===== src/rtl/svo_tmds_pkg.sv =====
// rtl/svo_tmds_pkg.sv - shared constants and symbol tables for the TMDS/TERC4 encoder
//
// Purpose: symbol mode encodings, CTRL and TERC4 code tables, guard-band words
//          and the popcount helper used by the TMDS video path.
// Contents:
//   mode_e       - symbol mode (CTRL/VIDEO/VGUARD/DATA/DGUARD)
//   mode_norm()  - folds the unused codes 5..7 onto CTRL
//   ctrl_word()  - 2-bit control to 10-bit control symbol
//   terc4()      - 4-bit nibble to 10-bit TERC4 symbol
//   n1()         - number of ones in a byte
package svo_tmds_pkg;

  typedef enum logic [2:0] {
    M_CTRL   = 3'd0,
    M_VIDEO  = 3'd1,
    M_VGUARD = 3'd2,
    M_DATA   = 3'd3,
    M_DGUARD = 3'd4
  } mode_e;

  localparam logic [9:0] VGUARD_EVEN = 10'b1011001100;
  localparam logic [9:0] VGUARD_ODD  = 10'b0100110011;
  localparam logic [9:0] DGUARD_WORD = 10'b0100110011;

  function automatic mode_e mode_norm(input logic [2:0] m);
    if (m > 3'd4) return M_CTRL;
    return mode_e'(m);
  endfunction

  function automatic logic [9:0] ctrl_word(input logic [1:0] c);
    case (c)
      2'b00:   return 10'b1101010100;
      2'b01:   return 10'b0010101011;
      2'b10:   return 10'b0101010100;
      default: return 10'b1010101011;
    endcase
  endfunction

  function automatic logic [9:0] terc4(input logic [3:0] a);
    case (a)
      4'h0:    return 10'b1010011100;
      4'h1:    return 10'b1001100011;
      4'h2:    return 10'b1011100100;
      4'h3:    return 10'b1011100010;
      4'h4:    return 10'b0101110001;
      4'h5:    return 10'b0100011110;
      4'h6:    return 10'b0110001110;
      4'h7:    return 10'b0100111100;
      4'h8:    return 10'b1011001100;
      4'h9:    return 10'b0100111001;
      4'hA:    return 10'b0110011100;
      4'hB:    return 10'b1011000110;
      4'hC:    return 10'b1010001110;
      4'hD:    return 10'b1001110001;
      4'hE:    return 10'b0101100011;
      default: return 10'b1011000011;
    endcase
  endfunction

  function automatic logic [3:0] n1(input logic [7:0] v);
    logic [3:0] c;
    c = '0;
    for (int i = 0; i < 8; i++) c = c + {3'b000, v[i]};
    return c;
  endfunction

endpackage


===== src/rtl/svo_tmds_enc_if.sv =====
// rtl/svo_tmds_enc_if.sv - symbol input / encoded output bundle for svo_tmds_enc
//
// Purpose: groups the per-cycle symbol request and the encoded result.
// Signals:
//   mode    - symbol mode, common to all channels
//   ctrl    - {c1,c0} per channel, channel k at [2k+1:2k]
//   din     - video byte per channel, channel k at [8k+7:8k]
//   aux     - TERC4 nibble per channel, channel k at [4k+3:4k]
//   dout    - 10-bit symbol per channel, channel k at [10k+9:10k], bit 0 sent first
//   seq_err - guard-band sequencing violation pulse, aligned with dout
interface svo_tmds_enc_if #(parameter int NCH = 3);
  logic [2:0]        mode;
  logic [2*NCH-1:0]  ctrl;
  logic [8*NCH-1:0]  din;
  logic [4*NCH-1:0]  aux;
  logic [10*NCH-1:0] dout;
  logic              seq_err;

  modport master (output mode, ctrl, din, aux, input dout, seq_err);
  modport slave  (input mode, ctrl, din, aux, output dout, seq_err);
endinterface


===== src/rtl/svo_tmds_ch.sv =====
// rtl/svo_tmds_ch.sv - one TMDS/TERC4 channel: mode mux, 8b/10b core, disparity counter
//
// Purpose: encodes one symbol per cycle and registers it together with the
//          running DC-balance count of this channel.
// Ports:
//   clk, resetn - pixel clock, async active-low reset
//   mode        - normalised symbol mode
//   ctrl        - this channel's {c1,c0}
//   din         - this channel's video byte
//   aux         - this channel's TERC4 nibble
//   sym         - registered 10-bit symbol
module svo_tmds_ch
  import svo_tmds_pkg::*;
#(
  parameter int CH_INDEX = 0
) (
  input  logic       clk,
  input  logic       resetn,
  input  mode_e      mode,
  input  logic [1:0] ctrl,
  input  logic [7:0] din,
  input  logic [3:0] aux,
  output logic [9:0] sym
);

  logic signed [7:0] cnt;
  logic signed [7:0] vid_cnt;
  logic signed [7:0] diff;
  logic [8:0]        q_m;
  logic [3:0]        n1d;
  logic [3:0]        n1q;
  logic              use_xnor;
  logic              acc;
  logic [9:0]        vid_word;
  logic [9:0]        word;

  always_comb begin
    n1d      = n1(din);
    use_xnor = (n1d > 4'd4) || ((n1d == 4'd4) && !din[0]);
    acc      = din[0];
    q_m      = '0;
    q_m[0]   = acc;
    for (int i = 1; i < 8; i++) begin
      acc    = use_xnor ? ~(acc ^ din[i]) : (acc ^ din[i]);
      q_m[i] = acc;
    end
    q_m[8] = ~use_xnor;
    n1q    = n1(q_m[7:0]);
    // N1 - N0 of the 8 data bits, i.e. 2*N1 - 8
    diff   = $signed({3'b000, n1q, 1'b0}) - 8'sd8;

    if (cnt == 8'sd0 || n1q == 4'd4) begin
      vid_word = {~q_m[8], q_m[8], q_m[8] ? q_m[7:0] : ~q_m[7:0]};
      vid_cnt  = q_m[8] ? (cnt + diff) : (cnt - diff);
    end else if ((!cnt[7] && diff > 8'sd0) || (cnt[7] && diff < 8'sd0)) begin
      // running disparity and word disparity have the same sign: invert
      vid_word = {1'b1, q_m[8], ~q_m[7:0]};
      vid_cnt  = cnt - diff + (q_m[8] ? 8'sd2 : 8'sd0);
    end else begin
      vid_word = {1'b0, q_m[8], q_m[7:0]};
      vid_cnt  = cnt + diff - (q_m[8] ? 8'sd0 : 8'sd2);
    end
  end

  always_comb begin
    word = ctrl_word(ctrl);
    case (mode)
      M_VIDEO:  word = vid_word;
      M_VGUARD: word = ((CH_INDEX % 2) == 0) ? VGUARD_EVEN : VGUARD_ODD;
      M_DATA:   word = terc4(aux);
      // channel 0 carries vsync/hsync inside its data guard band
      M_DGUARD: word = (CH_INDEX == 0) ? terc4({2'b11, ctrl}) : DGUARD_WORD;
      default:  word = ctrl_word(ctrl);
    endcase
  end

  always_ff @(posedge clk or negedge resetn) begin
    if (!resetn) begin
      sym <= '0;
      cnt <= '0;
    end else begin
      sym <= word;
      cnt <= (mode == M_VIDEO) ? vid_cnt : 8'sd0;
    end
  end

endmodule


===== src/rtl/svo_tmds_enc.sv =====
// rtl/svo_tmds_enc.sv - multi-channel TMDS/TERC4 encoder with guard checker and retiming
//
// Purpose: NCH encoder channels sharing one mode, a guard-band sequencing
//          checker, and an OUT_STAGES-deep output delay line.
// Ports:
//   clk, resetn - pixel clock, async active-low reset
//   bus         - svo_tmds_enc_if slave: mode/ctrl/din/aux in, dout/seq_err out
// Latency: 1 + OUT_STAGES cycles for both dout and seq_err.
module svo_tmds_enc
  import svo_tmds_pkg::*;
#(
  parameter int NCH        = 3,
  parameter int OUT_STAGES = 2
) (
  input  logic           clk,
  input  logic           resetn,
  svo_tmds_enc_if.slave  bus
);

  localparam int W = 10 * NCH + 1;

  mode_e             cur_mode;
  mode_e             prev_mode;
  logic [1:0]        run;
  logic              is_guard;
  logic              err_d;
  logic              err_q;
  logic [10*NCH-1:0] sym_all;
  logic [W-1:0]      enc_word;
  logic [W-1:0]      tap [OUT_STAGES+1];

  assign cur_mode = mode_norm(bus.mode);

  for (genvar k = 0; k < NCH; k++) begin : g_ch
    svo_tmds_ch #(.CH_INDEX(k)) u_ch (
      .clk    (clk),
      .resetn (resetn),
      .mode   (cur_mode),
      .ctrl   (bus.ctrl[2*k +: 2]),
      .din    (bus.din[8*k +: 8]),
      .aux    (bus.aux[4*k +: 4]),
      .sym    (sym_all[10*k +: 10])
    );
  end

  // Guard checker: prev_mode plus the length of the current guard run.
  assign is_guard = (cur_mode == M_VGUARD) || (cur_mode == M_DGUARD);

  always_comb begin
    err_d = 1'b0;
    if (cur_mode == M_VIDEO && prev_mode != M_VIDEO && prev_mode != M_VGUARD)
      err_d = 1'b1;
    if (cur_mode == M_DATA && prev_mode != M_DATA && prev_mode != M_DGUARD)
      err_d = 1'b1;
    // a guard run ends whenever the mode leaves it; only length 2 is legal
    if ((prev_mode == M_VGUARD || prev_mode == M_DGUARD) &&
        cur_mode != prev_mode && run != 2'd2)
      err_d = 1'b1;
  end

  always_ff @(posedge clk or negedge resetn) begin
    if (!resetn) begin
      prev_mode <= M_CTRL;
      run       <= 2'd0;
      err_q     <= 1'b0;
    end else begin
      prev_mode <= cur_mode;
      err_q     <= err_d;
      if (!is_guard)
        run <= 2'd0;
      else if (cur_mode != prev_mode)
        run <= 2'd1;
      else if (run != 2'd3)
        run <= run + 2'd1;
    end
  end

  assign enc_word = {err_q, sym_all};
  assign tap[0]   = enc_word;

  for (genvar s = 0; s < OUT_STAGES; s++) begin : g_stage
    logic [W-1:0] q;
    always_ff @(posedge clk or negedge resetn) begin
      if (!resetn) q <= '0;
      else         q <= tap[s];
    end
    assign tap[s+1] = q;
  end

  assign bus.dout    = tap[OUT_STAGES][10*NCH-1:0];
  assign bus.seq_err = tap[OUT_STAGES][W-1];

endmodule


===== src/flat_wrapper.sv =====
// flat-port wrapper written by rule: the top's interface ports become plain ports
module svo_tmds_enc_flat import svo_tmds_pkg::*;
#(
  parameter int NCH        = 3,
  parameter int OUT_STAGES = 2
)
  (clk, resetn, bus_mode, bus_ctrl, bus_din, bus_aux, bus_dout, bus_seq_err);
  svo_tmds_enc_if #(.NCH(NCH)) bus_i ();
  input  logic clk;
  input  logic resetn;
  input wire logic [$bits(bus_i.mode)-1:0] bus_mode;
  input wire logic [$bits(bus_i.ctrl)-1:0] bus_ctrl;
  input wire logic [$bits(bus_i.din)-1:0] bus_din;
  input wire logic [$bits(bus_i.aux)-1:0] bus_aux;
  output wire logic [$bits(bus_i.dout)-1:0] bus_dout;
  output wire logic [$bits(bus_i.seq_err)-1:0] bus_seq_err;
  assign bus_i.mode = bus_mode;
  assign bus_i.ctrl = bus_ctrl;
  assign bus_i.din = bus_din;
  assign bus_i.aux = bus_aux;
  assign bus_dout = bus_i.dout;
  assign bus_seq_err = bus_i.seq_err;
  svo_tmds_enc #(.NCH(NCH), .OUT_STAGES(OUT_STAGES)) u_core (.clk(clk), .resetn(resetn), .bus(bus_i));
endmodule

===== config.mk =====
export PLATFORM = sky130hd
export DESIGN_NAME = svo_tmds_enc_flat
export DESIGN_NICKNAME = d
export VERILOG_FILES = /design/src/rtl/svo_tmds_pkg.sv /design/src/rtl/svo_tmds_enc_if.sv /design/src/rtl/svo_tmds_ch.sv /design/src/rtl/svo_tmds_enc.sv /design/src/flat_wrapper.sv
export SDC_FILE = /design/constraint.sdc
export NUM_CORES = 1
export LEC_CHECK = 0
export BUFFER_PORTS_ARGS = -buffer_cell sky130_fd_sc_hd__buf_2
export CAP_MARGIN = 20
export CORE_UTILIZATION = 60
export DETAILED_ROUTE_END_ITERATION = 8
export GPL_ROUTABILITY_DRIVEN = 0
export PLACE_DENSITY = 0.83
export SYNTH_ARGS = -nofsm -noshare
export SYNTH_HDL_FRONTEND = slang
export SYNTH_SLANG_ARGS = --single-unit
export TNS_END_PERCENT = 1

===== constraint.sdc =====
create_clock -name clk -period 2.92 [get_ports clk]
set_input_delay 0.292 -clock clk [delete_from_list [all_inputs] [get_ports clk]]
set_output_delay 0.292 -clock clk [all_outputs]
set_load 0.02 [all_outputs]

==> flow_summary_export.csv <==
group,metric,value,unit
timing,worst_pin_slew,0.724,ns
route,routed_via_density,6.11,
clock_tree,clockBufferDepth,2,
setup_path,crit_arrival,7.82,ns
timing,fin_crit,7.49,ns
logic_synthesis,synthArstFlopShare,100,%
timing,maxSlewHeadroom,51.4,%
route,drtAntennaViolNets,0,
finish,multiInputGateArea,6920,um^2
grt,grt_pass1_vias,9652,
run_status,outcome,"finished with violations",
finish,ff_latch_area,2980,um^2
finish,syn_to_final_growth,30.8,%
worst_hold_path,hold_path.class,"in2async",
logic_synthesis,syn_nets,1267,
finish,nets,1519,
clock_tree,cts_sinks,119,
route,drc,1,
setup_path,crit_buf_inv,6,
logic_synthesis,synth_edf_count,0,
clock_tree,cts_tree,"built",
setup_path,crit_top_cell,"fa_1",
route,vias,9535,
logic_synthesis,synthCells,1072,
setup_path,critPathRequiredTime,3.26,ns
floorplanning,core_area,16500,um^2
setup_path,crit_type,"in2reg",
timing,max_freq,134,MHz
route,wl_per_cell,19.4,um
clock_tree,htreeDepth,4,
grt,grt_max_degree,106,
setup_path,slowest_delay,0.58,ns
placement,placement.setup.worst_slack,-4.93,ns
logic_synthesis,synth-seq-cells,119,
grt,antenna_found_initial,3,
timing,rsz0062_at_grt,"true",
clock_tree,cts_root_buffer,"clkbuf_16",
clock_tree,cts_buffers,17,
logic_synthesis,ys.flop_type,"dfrtp_1",
timing,hold_ws,0.280,ns
route,routed_wl,30.3,mm
setup_path,cp_top_family,"adder cells",
finish,fillCellCount,824,
run_status,violations,"DRC, setup timing",
timing,fin_skew,0.0128,ns
setup_path,critPathMaxFanout,6,
setup_path,crit_slowest_cell,"fa_1",
logic_synthesis,synth_warnings,0,
clock_tree,clk_transition_reported_paths,0.07,ns
setup_path,startpoint_type,"input port",
timing,setup_slack,-4.57,ns
run,cap_violations,0,
floorplanning,initial_utilization,61.2,%
floorplanning,die-area,17400,um^2
setup_path,crit_path_end_kind,"register",
placement,dpl.hpwl,19.9,mm
route,first_iter_violations,1268,
placement,numPortBuffers,77,
timing,finalSetupViolations,51,
logic_synthesis,syn_area_per_cell,9.43,um^2
route,firstDrtPassIters,9,
logic_synthesis,ys_seq_area_share,29.5,%
floorplanning,die_h,132,um
floorplanning,die_w,132,um
clock_tree,insertion_delay,0.43,ns
logic_synthesis,synth_cell_types,84,
floorplanning,io_pins,78,
timing,min_period_over_period,256,%
floorplanning,fp-row-count,47,
grt,grtUsageTotal,35.1,%
logic_synthesis,synth_area,10100,um^2
grt,grt_first_pass_wirelength,48.5,mm
timing,finalHoldViolations,0,
grt,grt-ovfl-total,0,
finish,drive_gt1_share,30.7,%
timing,maxSlewViolCount,0,
## worst paths after layout
path / startpoint / to / slack, ns / cells after the start
worst max-delay path: bus_din[9] / u_core.g_ch[1].u_ch.cnt[7]$_DFF_PN0_ / -4.57 / 31
worst min register to register: u_core.g_stage[0].q[16]$_DFF_PN0_ / u_core.g_stage[1].q[16]$_DFF_PN0_ / 0.34 / 0
worst min-delay path: resetn / u_core.g_ch[2].u_ch.cnt[3]$_DFF_PN0_ / 0.28 / 2
max in group asynchronous: resetn / u_core.g_stage[0].q[14]$_DFF_PN0_ / 1.83 / 3
min in group clk: bus_mode[2] / u_core.g_ch[1].u_ch.sym[8]$_DFF_PN0_ / 0.28 / 2
worst max register to register: u_core.g_ch[1].u_ch.cnt[1]$_DFF_PN0_ / u_core.g_ch[1].u_ch.cnt[7]$_DFF_PN0_ / 0.30 / 10
## cells by family (layout without fill, tap and decap cells)
| group | Yosys count | in the layout | share of synthesized area (%) |
|---|---|---|---|
| AOI/OAI and AO/OA | 252 | 252 | 17.1 |
| xor gates and xnor gates | 134 | 134 | 12.2 |
| adders and majority gates | 148 | 148 | 20.3 |
| buffers and inverters | 147 | 412 | 5.67 |
| DFF | 119 | 119 | 29.5 |
| muxes | 19 | 19 | 1.89 |
| other | 0 | 3 | 0 |
| and+or+nand+nor | 253 | 253 | 13.3 |
## cell usage after synthesis (all sizes together), types with 5 or more instances
master,n,area (um^2)
ha,121,1510
dfrtp,119,2980
inv,98,368
xnor2,90,830
nor2,80,300
a21oi,72,375
nand2,47,176
o21ai,47,235
xor2,44,408
clkbuf,33,124
a211oi,30,235
nor3,30,150
fa,27,541
mux2i,18,180
nand2b,18,113
buf,15,77.6
nor3b,15,124
a21o,12,90.1
nand3,12,60.1
nor2b,12,75.1
o211ai,10,75.1
o32ai,9,78.8
nor4,7,58.8
o221ai,7,61.3
o22ai,7,43.8
or3b,7,63.8
o21bai,6,45.0
a211o,5,43.8
## timing repair
item	CTS	global route
hold buffers	1	0
setup endpoints to repair	51	51
gates cloned	0	0
pin swaps	24	5
setup buffers	2	2
resized for setup	47	17
endpoints found under the hold margin	14	0
## flip-flops by register name, summed over array words and instances, names as in the netlist
register,cells
u_core.run,2
u_core.g_ch.u_ch.sym,30
u_core.prev_mode,3
u_core.g_stage.q,62
u_core.g_ch.u_ch.cnt,21
u_core.err_q,1
## metrics by stage
| step | utilization [%] | instances | instance area (um^2) | TNS (ns) |
|---|---|---|---|---|
| 3_3_place_gp | 73.9 | 1520 | 12200 | -204.04 |
| 6_report | 80.0 | 1560 | 13200 | -193.06 |
| 3_5_place_dp | 73.9 | 1520 | 12200 | -216.12 |
| 5_1_grt | 80.0 | 1560 | 13200 | -205.32 |
| 2_1_floorplan | - | 1072 | 10300 | -205.31 |
| 4_1_cts | 79.3 | 1555 | 13100 | -187.94 |
## layout by cell type, fill, tap and decap left out, types with 11 or more instances in the layout
| cell type | count |
|---|---|
| inv_1 | 89 |
| nor3b_1 | 11 |
| dfrtp_1 | 119 |
| fa_1 | 24 |
| a21o_1 | 12 |
| nand3_1 | 12 |
| nor2_1 | 79 |
| buf_4 | 197 |
| buf_2 | 74 |
| nand2_1 | 44 |
| nor2b_1 | 12 |
| a211oi_1 | 23 |
| ha_1 | 111 |
| xnor2_1 | 81 |
| a21oi_2 | 11 |
| mux2i_1 | 18 |
| xor2_1 | 32 |
| clkbuf_16 | 17 |
| o21ai_0 | 35 |
| nor3_1 | 28 |
| nand2b_1 | 18 |
| a21oi_1 | 60 |
## layer usage
metal  share of wire (%)  track usage, %
met1                  38            42.7
met2                  48            59.1
met3                 7.7            6.04
met4                 6.1            19.8
met5                   0               0
## layout make-up
| cell class | count | share of cell area [%] |
|---|---|---|
| well taps | 220 | 2.08 |
| clock inverters | 13 | 1.66 |
| clock buffers | 19 | 3.35 |
| multi-input cells | 806 | 52.4 |
| diodes | 3 | 0.0568 |
| flip-flops and latches | 119 | 22.5 |
| inverters | 99 | 2.85 |
| repair buffers | 281 | 15.1 |
Power is not shown: default switching activity piles up to over one toggle a cycle in this logic, so the estimate is an artifact.
